===== src/rtl/fb_snapshot_scheduler.sv =====
// fb_snapshot_scheduler
//   Owns the single frame-buffer read port. The VGA display path reads whenever den is high.
//   A snapshot dumper streams the whole stored frame out on a valid/ready interface. After a
//   capture trigger it waits for the end of the current active frame, then issues its reads
//   only in blanking cycles.
//
// Optional build macro:
//   FB_FREEZE_EN  when defined, fb_freeze is high from entry into DUMP through the DONE cycle.
//                 When undefined, fb_freeze is tied low.
//
// Ports:
//   clk, reset           pixel clock, synchronous active-high reset
//   den, x_pixel/y_pixel VGA active-area enable and current column/row
//   cap_trig             single-cycle snapshot request
//   rAddr / rData        frame-buffer read port (data valid one cycle after address)
//   snap_*               snapshot stream (data, valid, ready, first/last beat markers)
//   busy, overrun, done  status: not idle, sticky ignored trigger, end-of-dump pulse
//   fb_freeze            asks the frame-buffer writer to hold off during a dump
module fb_snapshot_scheduler #(
  parameter int unsigned H_ACT  = 640,
  parameter int unsigned V_ACT  = 480,
  parameter int unsigned FB_W   = 320,
  parameter int unsigned FB_H   = 240,
  parameter int unsigned ADDR_W = 17
) (
  input  logic              clk,
  input  logic              reset,
  input  logic              den,
  input  logic [9:0]        x_pixel,
  input  logic [9:0]        y_pixel,
  input  logic              cap_trig,
  output logic [ADDR_W-1:0] rAddr,
  input  logic [15:0]       rData,
  output logic [15:0]       snap_data,
  output logic              snap_valid,
  input  logic              snap_ready,
  output logic              snap_sof,
  output logic              snap_eof,
  output logic              busy,
  output logic              overrun,
  output logic              done,
  output logic              fb_freeze
);

  localparam logic [ADDR_W-1:0] LastAddr = ADDR_W'(FB_W * FB_H - 1);

  typedef enum logic [1:0] {StIdle, StWaitFrame, StDump, StDone} state_e;

  state_e            state_q, state_d;
  logic [ADDR_W-1:0] dump_addr_q, dump_addr_d;
  logic [ADDR_W-1:0] rd_addr_q, rd_addr_d;  // address of the read currently in flight
  logic              pend_q, pend_d;
  logic              snap_valid_q, snap_valid_d;
  logic              snap_sof_q, snap_sof_d;
  logic              snap_eof_q, snap_eof_d;
  logic [15:0]       snap_data_q, snap_data_d;
  logic              overrun_q, overrun_d;

  logic              issue;
  logic              accept;
  logic              frame_end;
  logic [ADDR_W-1:0] disp_addr;

  // Display upscales 2x, so halve the VGA coordinates before indexing the buffer.
  assign disp_addr = ADDR_W'(y_pixel[9:1]) * ADDR_W'(FB_W) + ADDR_W'(x_pixel[9:1]);
  assign frame_end = (x_pixel == 10'(H_ACT - 1)) && (y_pixel == 10'(V_ACT - 1));

  always_comb begin
    // One read in flight at most, and only when the output register is free.
    issue  = (state_q == StDump) && !den && !pend_q && !snap_valid_q;
    accept = snap_valid_q && snap_ready;

    if (den) begin
      rAddr = disp_addr;
    end else if (issue) begin
      rAddr = dump_addr_q;
    end else begin
      rAddr = '0;
    end
  end

  always_comb begin
    state_d     = state_q;
    dump_addr_d = dump_addr_q;
    overrun_d   = overrun_q;

    case (state_q)
      StIdle: begin
        if (cap_trig) begin
          state_d     = StWaitFrame;
          overrun_d   = 1'b0;
          dump_addr_d = '0;
        end
      end
      StWaitFrame: if (frame_end) state_d = StDump;
      StDump:      if (accept && snap_eof_q) state_d = StDone;
      StDone:      state_d = StIdle;
      default:     state_d = StIdle;
    endcase

    if (cap_trig && (state_q != StIdle)) overrun_d = 1'b1;

    // Saturate so the counter stays inside the frame after the last read.
    if (issue && (dump_addr_q != LastAddr)) dump_addr_d = dump_addr_q + 1'b1;
  end

  always_comb begin
    pend_d       = issue;
    rd_addr_d    = issue ? dump_addr_q : rd_addr_q;
    snap_valid_d = snap_valid_q;
    snap_sof_d   = snap_sof_q;
    snap_eof_d   = snap_eof_q;
    snap_data_d  = snap_data_q;

    if (accept) begin
      snap_valid_d = 1'b0;
      snap_sof_d   = 1'b0;
      snap_eof_d   = 1'b0;
    end
    // rData belongs to the address presented on the issue cycle, whatever rAddr shows now.
    if (pend_q) begin
      snap_data_d  = rData;
      snap_valid_d = 1'b1;
      snap_sof_d   = (rd_addr_q == '0);
      snap_eof_d   = (rd_addr_q == LastAddr);
    end
  end

  always_ff @(posedge clk) begin
    if (reset) begin
      state_q      <= StIdle;
      dump_addr_q  <= '0;
      rd_addr_q    <= '0;
      pend_q       <= 1'b0;
      snap_valid_q <= 1'b0;
      snap_sof_q   <= 1'b0;
      snap_eof_q   <= 1'b0;
      snap_data_q  <= '0;
      overrun_q    <= 1'b0;
    end else begin
      state_q      <= state_d;
      dump_addr_q  <= dump_addr_d;
      rd_addr_q    <= rd_addr_d;
      pend_q       <= pend_d;
      snap_valid_q <= snap_valid_d;
      snap_sof_q   <= snap_sof_d;
      snap_eof_q   <= snap_eof_d;
      snap_data_q  <= snap_data_d;
      overrun_q    <= overrun_d;
    end
  end

  assign snap_data  = snap_data_q;
  assign snap_valid = snap_valid_q;
  assign snap_sof   = snap_sof_q;
  assign snap_eof   = snap_eof_q;
  assign overrun    = overrun_q;
  assign busy       = (state_q != StIdle);
  assign done       = (state_q == StDone);

`ifdef FB_FREEZE_EN
  assign fb_freeze  = (state_q == StDump) || (state_q == StDone);
`else
  assign fb_freeze  = 1'b0;
`endif

endmodule


===== config.mk =====
export PLATFORM = sky130hd
export DESIGN_NAME = fb_snapshot_scheduler
export DESIGN_NICKNAME = d
export VERILOG_FILES = /design/src/rtl/fb_snapshot_scheduler.sv
export SDC_FILE = /design/constraint.sdc
export NUM_CORES = 1
export LEC_CHECK = 0
export BUFFER_PORTS_ARGS = -buffer_cell sky130_fd_sc_hd__buf_4
export CAP_MARGIN = 10
export CORE_MARGIN = 3
export CORE_UTILIZATION = 54
export CTS_CLUSTER_SIZE = 14
export DETAILED_ROUTE_END_ITERATION = 7
export PLACE_DENSITY = 0.79
export SLEW_MARGIN = 30
export SYNTH_ARGS = -nofsm -noshare
export SYNTH_HDL_FRONTEND = slang
export SYNTH_SLANG_ARGS = --single-unit

===== constraint.sdc =====
create_clock -name clk -period 3.17 [get_ports clk]
set_input_delay 0.317 -clock clk [delete_from_list [all_inputs] [get_ports clk]]
set_output_delay 0.317 -clock clk [all_outputs]
set_load 0.01 [all_outputs]

---- Word-level counts from Yosys, hierarchy flattened ----
Index checks and enable logic that the tools add are counted.
storage, ports and cells
  logic and storage cells ................. 60
  register bits ........................... 57
  output and inout bits ................... 40
cells by class
  equal/unequal tests ..................... 10
  multipliers ............................. 1
  $add $sub $neg .......................... 2
  mux-type cells .......................... 16
  reductions and logical operators ........ 22
operator list
  operator                                                                 count
  17-bit 2-to-1 mux                                                        5
  17-bit by 1-bit adder with 17-bit output (second input constant)         1
  17-bit by 9-bit adder with 17-bit output                                 1
  17-bit equality test (second input constant)                             1
  17-bit logical NOT                                                       1
  17-bit != test (second input constant)                                   1
  2-bit nonzero test                                                       6
  9-bit by 3-bit multiplier with 11-bit output (second input constant)     1
  10-bit equality test (second input constant)                             1
  10-bit by 9-bit equality test with 1-bit output (second input constant)  1
  1-bit logical AND                                                        8
  2-bit one-hot mux with 4 select lines                                    1
  1-bit 2-to-1 mux                                                         7
  2-bit 2-to-1 mux                                                         3
  2-bit equality test (second input constant)                              2
  2-bit != test (second input constant)                                    2
  2-bit AND reduction                                                      2
  1-bit logical NOT                                                        3
  3-bit AND reduction                                                      1
  2-bit by 1-bit equality test with 1-bit output (second input constant)   1
  2-bit logical NOT                                                        1
  2-bit by 1-bit != test with 1-bit output (second input constant)         1

---- Depth between registers and ports, before layout ----
Gate-level depths: netlist (run 1).
  depth in word-level cells ............... 7
  depth in mapped cells ................... 9
  depth with buffers taken out ............ 9

---- Worst setup path before layout (run 1) ----
OpenSTA, ideal clock, no wires.
  path type ............................... input -> output
  start ................................... input y_pixel[2]
  end ..................................... output rAddr[16]
  cell stages on the path ................. 9
  data arrival time ....................... 2.567 ns
  data required time ...................... 2.853 ns
  setup slack ............................. 0.286 ns
  path buffers ............................ 0
  cells stage by stage .................... ha_1 -> ha_1 -> fa_1 -> a211oi_1 -> nor2_1 -> xor2_1 -> nand4_2 -> or3_1 -> o2111ai_1
between the ends
  longest elaborated chain between the ends .. 3
RTL lines
  element                                       line  RTL
  start: declaration                            30    input logic [9:0] y_pixel,
  9-bit by 3-bit multiplier with 11-bit output  65    assign disp_addr = ADDR_W'(y_pixel[9:1]) * ADDR_W'(FB_W) + ADDR_W'(x_pixel[9:1]);
  17-bit by 9-bit adder with 17-bit output      65
  17-bit 2-to-1 mux                             73    if (den) begin
  end: declaration                              32    output logic [ADDR_W-1:0] rAddr,
Every way passes these cells.

---- Final worst setup path (run 1) ----
Same ends and word-level chain as after synthesis.

==> flow_summary.json, run 1 <==
{
  "firstDrtPassIters": 5,
  "drtAntennaViolNets": 0,
  "synth_area_leaders": "dfxtp_1, ha_1, nand2_1",
  "num_io_pins": 81,
  "fill_cells": 506,
  "period_needed_ns": 3.03,
  "cts-htree-levels": 3,
  "die-area_um2": 7190,
  "critical_path_class": "input pin to output port",
  "p_leak_nw": 1.76,
  "core_um2": 5960,
  "endpoint_kind": "output port",
  "synth_top_flop_cell": "dfxtp_1",
  "peakVddDrop_uv": 400,
  "grt_overflow": 0,
  "die_height_um": 84.8,
  "netlist_area_um2": 3350,
  "yosys_warnings": 0,
  "max_slew_margin": 0.600,
  "timing.final.max_slew_violations": 0,
  "reg2reg_slack_ns": 0.90,
  "final_layout_size_suffix_gt1_frac": 0.243,
  "wire_per_inst_um": 15.1,
  "grt.busiest_layer": "met2",
  "via_per_inst": 5.72,
  "hold_path_end": "snap_data[0]",
  "yosysTopAreaCellShare": 0.341,
  "min_from": "rData[0]",
  "synthesis.nets": 472,
  "grt_max_degree": 58,
  "critical_path.max_stage_delay_ns": 0.42,
  "worst_ep_arrival_time_ns": 2.71,
  "max_cap_violations": 0,
  "grt_pass1_vias": 3091,
  "r2r_end": "dump_addr_q[5]",
  "cp.buffers_inverters": 2,
  "portBuffers": 79,
  "routed_wl_mm": 8.49,
  "path_cells": "buf_4 > ha_1 > ha_1 > fa_1 > xor2_1 > o2111ai_1 > nor3_2 > nand4_2 > or3_1 > o2111ai_1 > buf_4",
  "tightestPinTransition_ns": 0.600,
  "async_flop_share": 0,
  "clock-sinks": 57,
  "yosysTopAreaCell": "dfxtp_1",
  "grt_antenna_before_repair": 0,
  "syn_inst": 407,
  "drt_iter0_drc": 180,
  "hold_depth": 3,
  "cp-start-kind": "input pin",
  "vias": 3227,
  "min-delay-path-class": "input pin to register",
  "critPathSlowestCell": "fa_1",
  "root_buffer": "clkbuf_8",
  "reg2reg_from": "dump_addr_q[0]",
  "use_met1": 0.314,
  "grt_use_total": 0.243,
  "diodes": 0,
  "finish.utilization": 0.701,
  "fin_tns_setup_ns": 0,
  "cts_buffers": 9,
  "fmax_mhz": 330,
  "rsz0062_at_grt": "yes",
  "pwr_density_cell_nw_per_um2": 521,
  "yosysSeqAreaShare": 0.341,
  "row_count": 28,
  "die_w_um": 84.8,
  "drc_errors": 0,
  "area_delta_synth_final_pct": 24.6,
  "grt_pass1_wl_mm": 14.4,
  "cts.path.max_buffers": 2,
  "place.gp.congestion": 0.883,
  "path_max_fanout": 3,
  "syn_area_per_cell_um2": 8.23,
  "run_status": "completed",
  "insertion_delay_ns": 0.34,
  "critPathRequiredTime_ns": 2.85,
  "hpwl_mm": 6.23,
  "setup_violations": 0,
  "grt_util_met3": 0.0618,
  "skew_ns": 0.00964,
  "hold_viol": 0,
  "reg2reg_depth": 8,
  "clk_pin_slew_ns": 0.07,
  "ys_ff_latch": 57,
  "synthDistinctLibCells": 59,
  "cts_tree": "built",
  "initial_core_util": 0.563,
  "use_met2": 0.407,
  "post-route-period-util": 0.956,
  "synth_edf_count": 0,
  "crit_family": "adder cells",
  "fin_nets": 549
}
==> timing repair <==
item | in CTS | in global routing
setup buffers | 0 | 0
hold buffers | 0 | 0
resized for setup | 0 | 4
setup endpoints to repair | 0 | 4
hold endpoints to repair | 0 | 0
==> per-stage QoR <==
step                total power, mW  hold WS [ns]  worst slack [ns]  instance area, um^2  cells
global route                   2.30         0.215           -0.0437                 4180    564
global placement               1.41         0.443            0.0798                 3940    548
CTS                            2.18         0.205           0.00968                 4160    564
finish                         2.18         0.209             0.140                 4180    564
detailed placement             1.43         0.449           0.00626                 3940    548
floorplan                      1.23         0.436             0.286                 3350    407
==> worst max-delay path by stage <==
stage / endpoint / cells after the start / start
finish: rAddr[16] / 11 / y_pixel[2]
global route: rAddr[16] / 11 / y_pixel[2]
CTS: rAddr[16] / 11 / y_pixel[2]
detailed placement: rAddr[16] / 11 / y_pixel[2]
global placement: rAddr[16] / 11 / y_pixel[2]
floorplan: rAddr[16] / 9 / y_pixel[2]
==> tightest hold or removal path, cell delays in order <==
cell and delay (ns):
buf_4 0.08, mux2i_1 0.05, nor2_1 0.07
==> cell usage in the layout (no fill, tap or decap), drive strengths merged, types with 2 or more instances in the layout <==
master / instances
nor3b: 2
clkinv: 3
and2: 2
bufinv: 2
nand4: 7
inv: 10
mux2i: 17
nand3: 14
dfxtp: 57
o21ai: 20
clkbuf: 11
nor4b: 2
nand2b: 2
o21a: 3
or4: 3
nand3b: 4
and3: 6
nor2: 52
ha: 22
buf: 86
a41oi: 4
a211oi: 11
fa: 2
nand4b: 5
a21oi: 39
nor4: 2
nor3: 7
or3b: 2
o2111ai: 3
xor2: 8
a31oi: 2
nand2: 58
or3: 3
==> report_power, final <==
part           total [mW]  internal (mW)  leakage [nW]  switching, mW
Clock               0.754          0.463         0.113          0.292
Combinational       0.653          0.288          1.18          0.365
Sequential          0.769          0.746         0.460         0.0232
Total                2.18           1.50          1.76          0.680
==> final cells by class <==
| cell class | count | area, um^2 | share of cell area |
|---|---|---|---|
| clock buffers | 11 | 141 | 0.0339 |
| clock inverters | 5 | 78.8 | 0.0189 |
| inverters | 10 | 37.5 | 0.00899 |
| multi-input cells | 320 | 2040 | 0.488 |
| flip-flops and latches | 57 | 1140 | 0.273 |
| well taps | 75 | 93.8 | 0.0225 |
| repair buffers | 86 | 646 | 0.155 |
==> synthesized netlist by cell type, types with 3 or more instances <==
library cell	number
a211oi_1	10
a21oi_1	38
a41oi_1	4
and3_2	4
buf_4	3
buf_6	3
clkbuf_1	11
dfxtp_1	57
ha_1	22
inv_1	10
mux2i_1	17
nand2_1	58
nand3_1	14
nand3b_1	4
nand4_1	5
nand4b_1	5
nor2_1	52
nor3_1	7
o21a_1	3
o21ai_0	20
or3_1	3
or4_1	3
xor2_1	8
==> flip-flops by register name, indices dropped and copies added (netlist names) <==
signal	flops
dump_addr_q	17
overrun	1
pend_q	1
rd_addr_q	17
snap_data	16
snap_eof	1
snap_sof	1
snap_valid	1
state_q	2
==> logic make-up (layout without fill, tap and decap cells) <==
family	count (synthesis)	after routing	synth area share
adder cells (fa/ha/maj)	24	24	0.0941
AND/OR/NAND/NOR	176	176	0.257
XOR/XNOR	9	9	0.0235
multiplexers	18	18	0.0541
AO/OA/AOI/OAI	92	92	0.174
flip-flops	57	57	0.341
other	1	1	0.00112
buffers and inverters	30	112	0.0556
==> routing by layer <==
metal	up-vias	share of wire
met3	6	0.052
met1	1517	0.44
li1	1610	-
met5	-	0
met2	94	0.50
met4	0	0.0079
Power figures use the tool's default switching activity.
==> inputs of run 2 (changes only) <==
REMOVE_ABC_BUFFERS = 1   (was unset)
==> flow_summary.json, run 2 (synthesis gave the netlist of run 1 again) <==
{
  "reg2reg_depth": 8,
  "final_layout_size_suffix_gt1_frac": 0.249,
  "core_um2": 5960,
  "min_from": "rData[15]",
  "finish.utilization": 0.704,
  "cts_hold_buf": 0,
  "firstDrtPassIters": 4,
  "post-route-period-util": 0.964,
  "cts.path.max_buffers": 2,
  "grt_max_degree": 58,
  "reg2reg_slack_ns": 0.96,
  "reg2reg_from": "dump_addr_q[0]",
  "setup_violations": 0,
  "hold_viol": 0,
  "num_io_pins": 81,
  "pwr_density_cell_nw_per_um2": 520,
  "vias": 3271,
  "skew_ns": 0.00783,
  "portBuffers": 79,
  "area_delta_synth_final_pct": 25.2,
  "routed_wl_mm": 8.85,
  "die_w_um": 84.8,
  "rsz0062_at_grt": "yes",
  "hold_depth": 3,
  "critPathRequiredTime_ns": 2.85,
  "pre_cts_slack_ns": -0.107,
  "max_slew_margin": 0.504,
  "fmax_mhz": 327,
  "path_max_fanout": 5,
  "root_buffer": "clkbuf_8",
  "grt_use_total": 0.248,
  "cts-htree-levels": 3,
  "grt_antenna_before_repair": 0,
  "drc_errors": 0,
  "cts_buffers": 9,
  "hpwl_mm": 6.63,
  "place.gp.congestion": 0.849,
  "endpoint_kind": "output port",
  "peakVddDrop_uv": 328,
  "r2r_end": "dump_addr_q[2]",
  "p_leak_nw": 1.76,
  "worst_ep_arrival_time_ns": 2.74,
  "tightestPinTransition_ns": 0.742,
  "setup_ws_ns": 0.115,
  "grt_overflow": 0,
  "final_cell_mix": "buf_4, nand2_1, dfxtp_1",
  "hold_path_end": "snap_data[15]",
  "grt_pass1_wl_mm": 14.5,
  "run_status": "completed",
  "die_height_um": 84.8,
  "wire_per_inst_um": 15.7,
  "max_cap_violations": 0,
  "grt_pass1_vias": 3149,
  "critical_path_class": "input pin to output port",
  "drt_iter0_drc": 170,
  "die-area_um2": 7190,
  "cts_tree": "built",
  "drtAntennaViolNets": 0,
  "period_needed_ns": 3.06,
  "fin_nets": 550,
  "insertion_delay_ns": 0.34,
  "clock-sinks": 57,
  "final_common_cell": "buf_4",
  "initial_core_util": 0.563,
  "diodes": 0,
  "clk_pin_slew_ns": 0.07,
  "min-delay-path-class": "input pin to register",
  "cp-start-kind": "input pin",
  "via_per_inst": 5.79,
  "row_count": 28,
  "timing.final.max_slew_violations": 0
}
run 2: cell types whose count changed in the layout (fill, tap and decap cells not counted):
cell	change
a211oi_1	-1
a211oi_2	+1
buf_4	+1
fa_1	-1
fa_2	+1
nor3b_1	+1
nor3b_2	-1
o21ai_0	-1
o21ai_1	+1
xor2_1	-1
xor2_2	+1
run 2: layout make-up:
cell class                 count  area (um^2)
clock inverter                 5         78.8
fill                         487         1760
sequential                    57         1140
timing repair buffer          87          653
inverter                      10         37.5
multi-input combinational    320         2050
clock buffer                  11          141
tap                           75         93.8
run 2: metal layers:
| metal | global-route usage | routed length, um |
|---|---|---|
| met5 | 0 | 0 |
| met4 | 0.0791 | 121 |
| met3 | 0.0599 | 508 |
| met2 | 0.433 | 4600 |
| met1 | 0.300 | 3620 |
run 2: worst max path at each step:
stage	to	depth (start not counted)	startpoint	slack, ns
floorplan	rAddr[16]	9	y_pixel[2]	0.29
global placement	rAddr[16]	11	y_pixel[2]	0.02
detailed placement	rAddr[16]	11	y_pixel[2]	-0.11
CTS	rAddr[16]	10	y_pixel[3]	0.01
global route	rAddr[16]	10	y_pixel[3]	-0.02
finish	rAddr[16]	10	y_pixel[3]	0.11
run 2: what timing repair did:
| item | in CTS | in global routing |
|---|---|---|
| pin swaps | 0 | 1 |
| setup buffers | 1 | 0 |
| gates resized for setup | 3 | 4 |
| endpoints found under the setup margin | 3 | 4 |
run 2: worst max-delay path: stages:
cell and delay [ns]:
buf_4 0.12, ha_1 0.34, ha_1 0.32, a211oi_2 0.38
o21ai_0 0.19, a211oi_2 0.29, nor2_1 0.11, or3_1 0.39
o2111ai_1 0.11, buf_4 0.15
run 2: power breakdown:
group / switching, mW / total, mW / internal (mW) / leakage, nW
registers: 0.0228 / 0.769 / 0.746 / 0.460
logic: 0.367 / 0.656 / 0.289 / 1.19
clock network: 0.294 / 0.756 / 0.463 / 0.113
total: 0.684 / 2.18 / 1.50 / 1.76
run 2: metrics by stage:
step	cell area [um^2]	total power, mW	hold WS, ns	setup TNS, ns	cells
final	4190	2.18	0.214	0	565
after global routing	4190	2.29	0.218	-0.0231	565
after CTS	4180	2.19	0.204	0	565
after detailed placement	3940	1.42	0.454	-0.143	548
after global placement	3940	1.40	0.447	0	548
after floorplan	3200	1.18	0.386	0	387
==> inputs of run 3 (changes only) <==
ABC_AREA = 1   (was unset)
==> flow_summary.json, run 3 <==
{
  "cts_hold_buf": 0,
  "insertion_delay_ns": 0.34,
  "critPathRequiredTime_ns": 2.85,
  "synth.most_common_cell": "nand2_1",
  "setup_ws_ns": 0.270,
  "endpoint_kind": "output port",
  "row_count": 28,
  "grt_antenna_before_repair": 0,
  "via_per_inst": 5.34,
  "critical_path_class": "input pin to output port",
  "root_buffer": "clkbuf_8",
  "final_layout_size_suffix_gt1_frac": 0.188,
  "grt_pass1_vias": 3378,
  "run_status": "completed",
  "cts-htree-levels": 3,
  "synth_edf_count": 0,
  "yosysTopAreaCellShare": 0.327,
  "worst_ep_arrival_time_ns": 2.58,
  "fmax_mhz": 345,
  "ys_ff_latch": 57,
  "yosysTopAreaCell": "dfxtp_1",
  "tightestPinTransition_ns": 0.744,
  "cp-start-kind": "input pin",
  "drt-met1-wl_mm": 4.01,
  "max_cap_violations": 0,
  "fin_tns_setup_ns": 0,
  "drc_errors": 0,
  "yosysSeqAreaShare": 0.327,
  "period_needed_ns": 2.90,
  "clk_pin_slew_ns": 0.07,
  "die-area_um2": 7450,
  "cts_tree": "built",
  "die_height_um": 86.3,
  "layout.cells.non_filler": 670,
  "power.total_mw": 1.98,
  "vias": 3578,
  "synth_area_leaders": "dfxtp_1, nand2_1, ha_1",
  "grt_pass1_wl_mm": 15.2,
  "grt_max_degree": 32,
  "final_cell_mix": "nand2_1, buf_4, nor2_1",
  "firstDrtPassIters": 4,
  "wl_met3_um": 678,
  "synthDistinctLibCells": 41,
  "syn_area_per_cell_um2": 6.79,
  "die_w_um": 86.3,
  "place.gp.congestion": 0.903,
  "timing.final.max_slew_violations": 0,
  "max_slew_margin": 0.504,
  "clock-sinks": 57,
  "num_io_pins": 81,
  "initial_core_util": 0.572,
  "diodes": 0,
  "core_um2": 6100,
  "path_max_fanout": 3,
  "placedCellCount": 654,
  "setup_violations": 0,
  "drtAntennaViolNets": 0,
  "cts_buffers": 9,
  "async_flop_share": 0,
  "peakVddDrop_uv": 469,
  "grt_use_total": 0.253,
  "pwr_density_cell_nw_per_um2": 464,
  "synth_top_flop_cell": "dfxtp_1",
  "syn_inst": 513,
  "yosys_warnings": 0,
  "cts_resized": 0,
  "area_delta_synth_final_pct": 22.1,
  "fin_nets": 655,
  "wire_per_inst_um": 13.4,
  "netlist_area_um2": 3480,
  "portBuffers": 79,
  "pre_cts_slack_ns": 0.332,
  "routed_wl_mm": 9.01,
  "drt_iter0_drc": 193,
  "post_cts_buffers": 0,
  "wl_met2_mm": 4.20,
  "rsz0062_at_grt": "no",
  "skew_ns": 0.0118,
  "hold_viol": 0,
  "final_common_cell": "nand2_1",
  "p_leak_nw": 1.98,
  "hpwl_mm": 6.72,
  "cts.path.max_buffers": 2,
  "highest_layer": "met4",
  "min-delay-path-class": "input pin to register",
  "grt_overflow": 0,
  "post-route-period-util": 0.915,
  "synthTopCellsByCount": "nand2_1, nor2_1, dfxtp_1"
}
run 3: cell types whose count changed after synthesis, sizes merged, moves of 7 or more:
cell / delta
nand2: +83
nand3: +32
inv: +30
o21ai: +18
mux2i: -17
a211oi: -11
nor2: +9
a21oi: +8
nand4: +7
xor2: -7
run 3: layout make-up:
cell class	count	area (um^2)
Multi-Input combinational cell	399	2080
Fill cell	541	1840
Sequential cell	57	1140
Timing Repair Buffer	82	616
Inverter	41	154
Clock buffer	9	124
Tap cell	75	93.8
Clock inverter	7	46.3
run 3: kinds of logic (layout without fill, tap and decap cells):
group / Yosys count / in the layout / synth area share
and+or+nand+nor: 280 / 280 / 0.360
xor gates and xnor gates: 3 / 3 / 0.00754
other: 1 / 1 / 0.00108
AOI/OAI and AO/OA: 91 / 91 / 0.138
adders and majority gates: 24 / 24 / 0.0905
DFF: 57 / 57 / 0.327
buffers and inverters: 57 / 139 / 0.0758
run 3: path summary, 6_finish.rpt:
path,slack (ns),end,from,cells after the start
setup / recovery,0.27,rAddr[14],y_pixel[2],14
hold reg to reg,0.46,rd_addr_q[14],rd_addr_q[14],2
setup reg to reg,0.93,dump_addr_q[3],state_q[0],9
hold / removal,0.18,overrun,cap_trig,2
run 3: worst max-delay path: stages:
cell and delay, ns:
buf_4 0.12, ha_1 0.29, ha_1 0.24, fa_1 0.39
nand2_1 0.09, inv_1 0.04, nor2_1 0.15, inv_1 0.08
nor2_1 0.21, nand2_1 0.11, nor2_1 0.14, o21ai_0 0.08
o21ai_0 0.17, buf_4 0.15
run 3: power breakdown:
| group | total [mW] | internal, mW | switching [mW] |
|---|---|---|---|
| registers | 0.782 | 0.755 | 0.0266 |
| clock network | 0.601 | 0.281 | 0.320 |
| logic | 0.593 | 0.230 | 0.362 |
| total | 1.98 | 1.27 | 0.709 |
run 3: metrics by stage:
| step | area (um^2) | util | hold slack (ns) |
|---|---|---|---|
| floorplan | 3370 | - | 0.386 |
| detailed placement | 4080 | 0.670 | 0.450 |
| global placement | 4080 | 0.670 | 0.445 |
| CTS | 4250 | 0.698 | 0.170 |
| global route | 4250 | 0.698 | 0.180 |
| finish | 4250 | 0.698 | 0.177 |
run 3: per-layer routing:
layer | global-route usage | up-vias
met5 | 0 | -
met4 | 0.102 | 0
met1 | 0.327 | 1604
met2 | 0.408 | 102
met3 | 0.0570 | 12
li1 | - | 1860
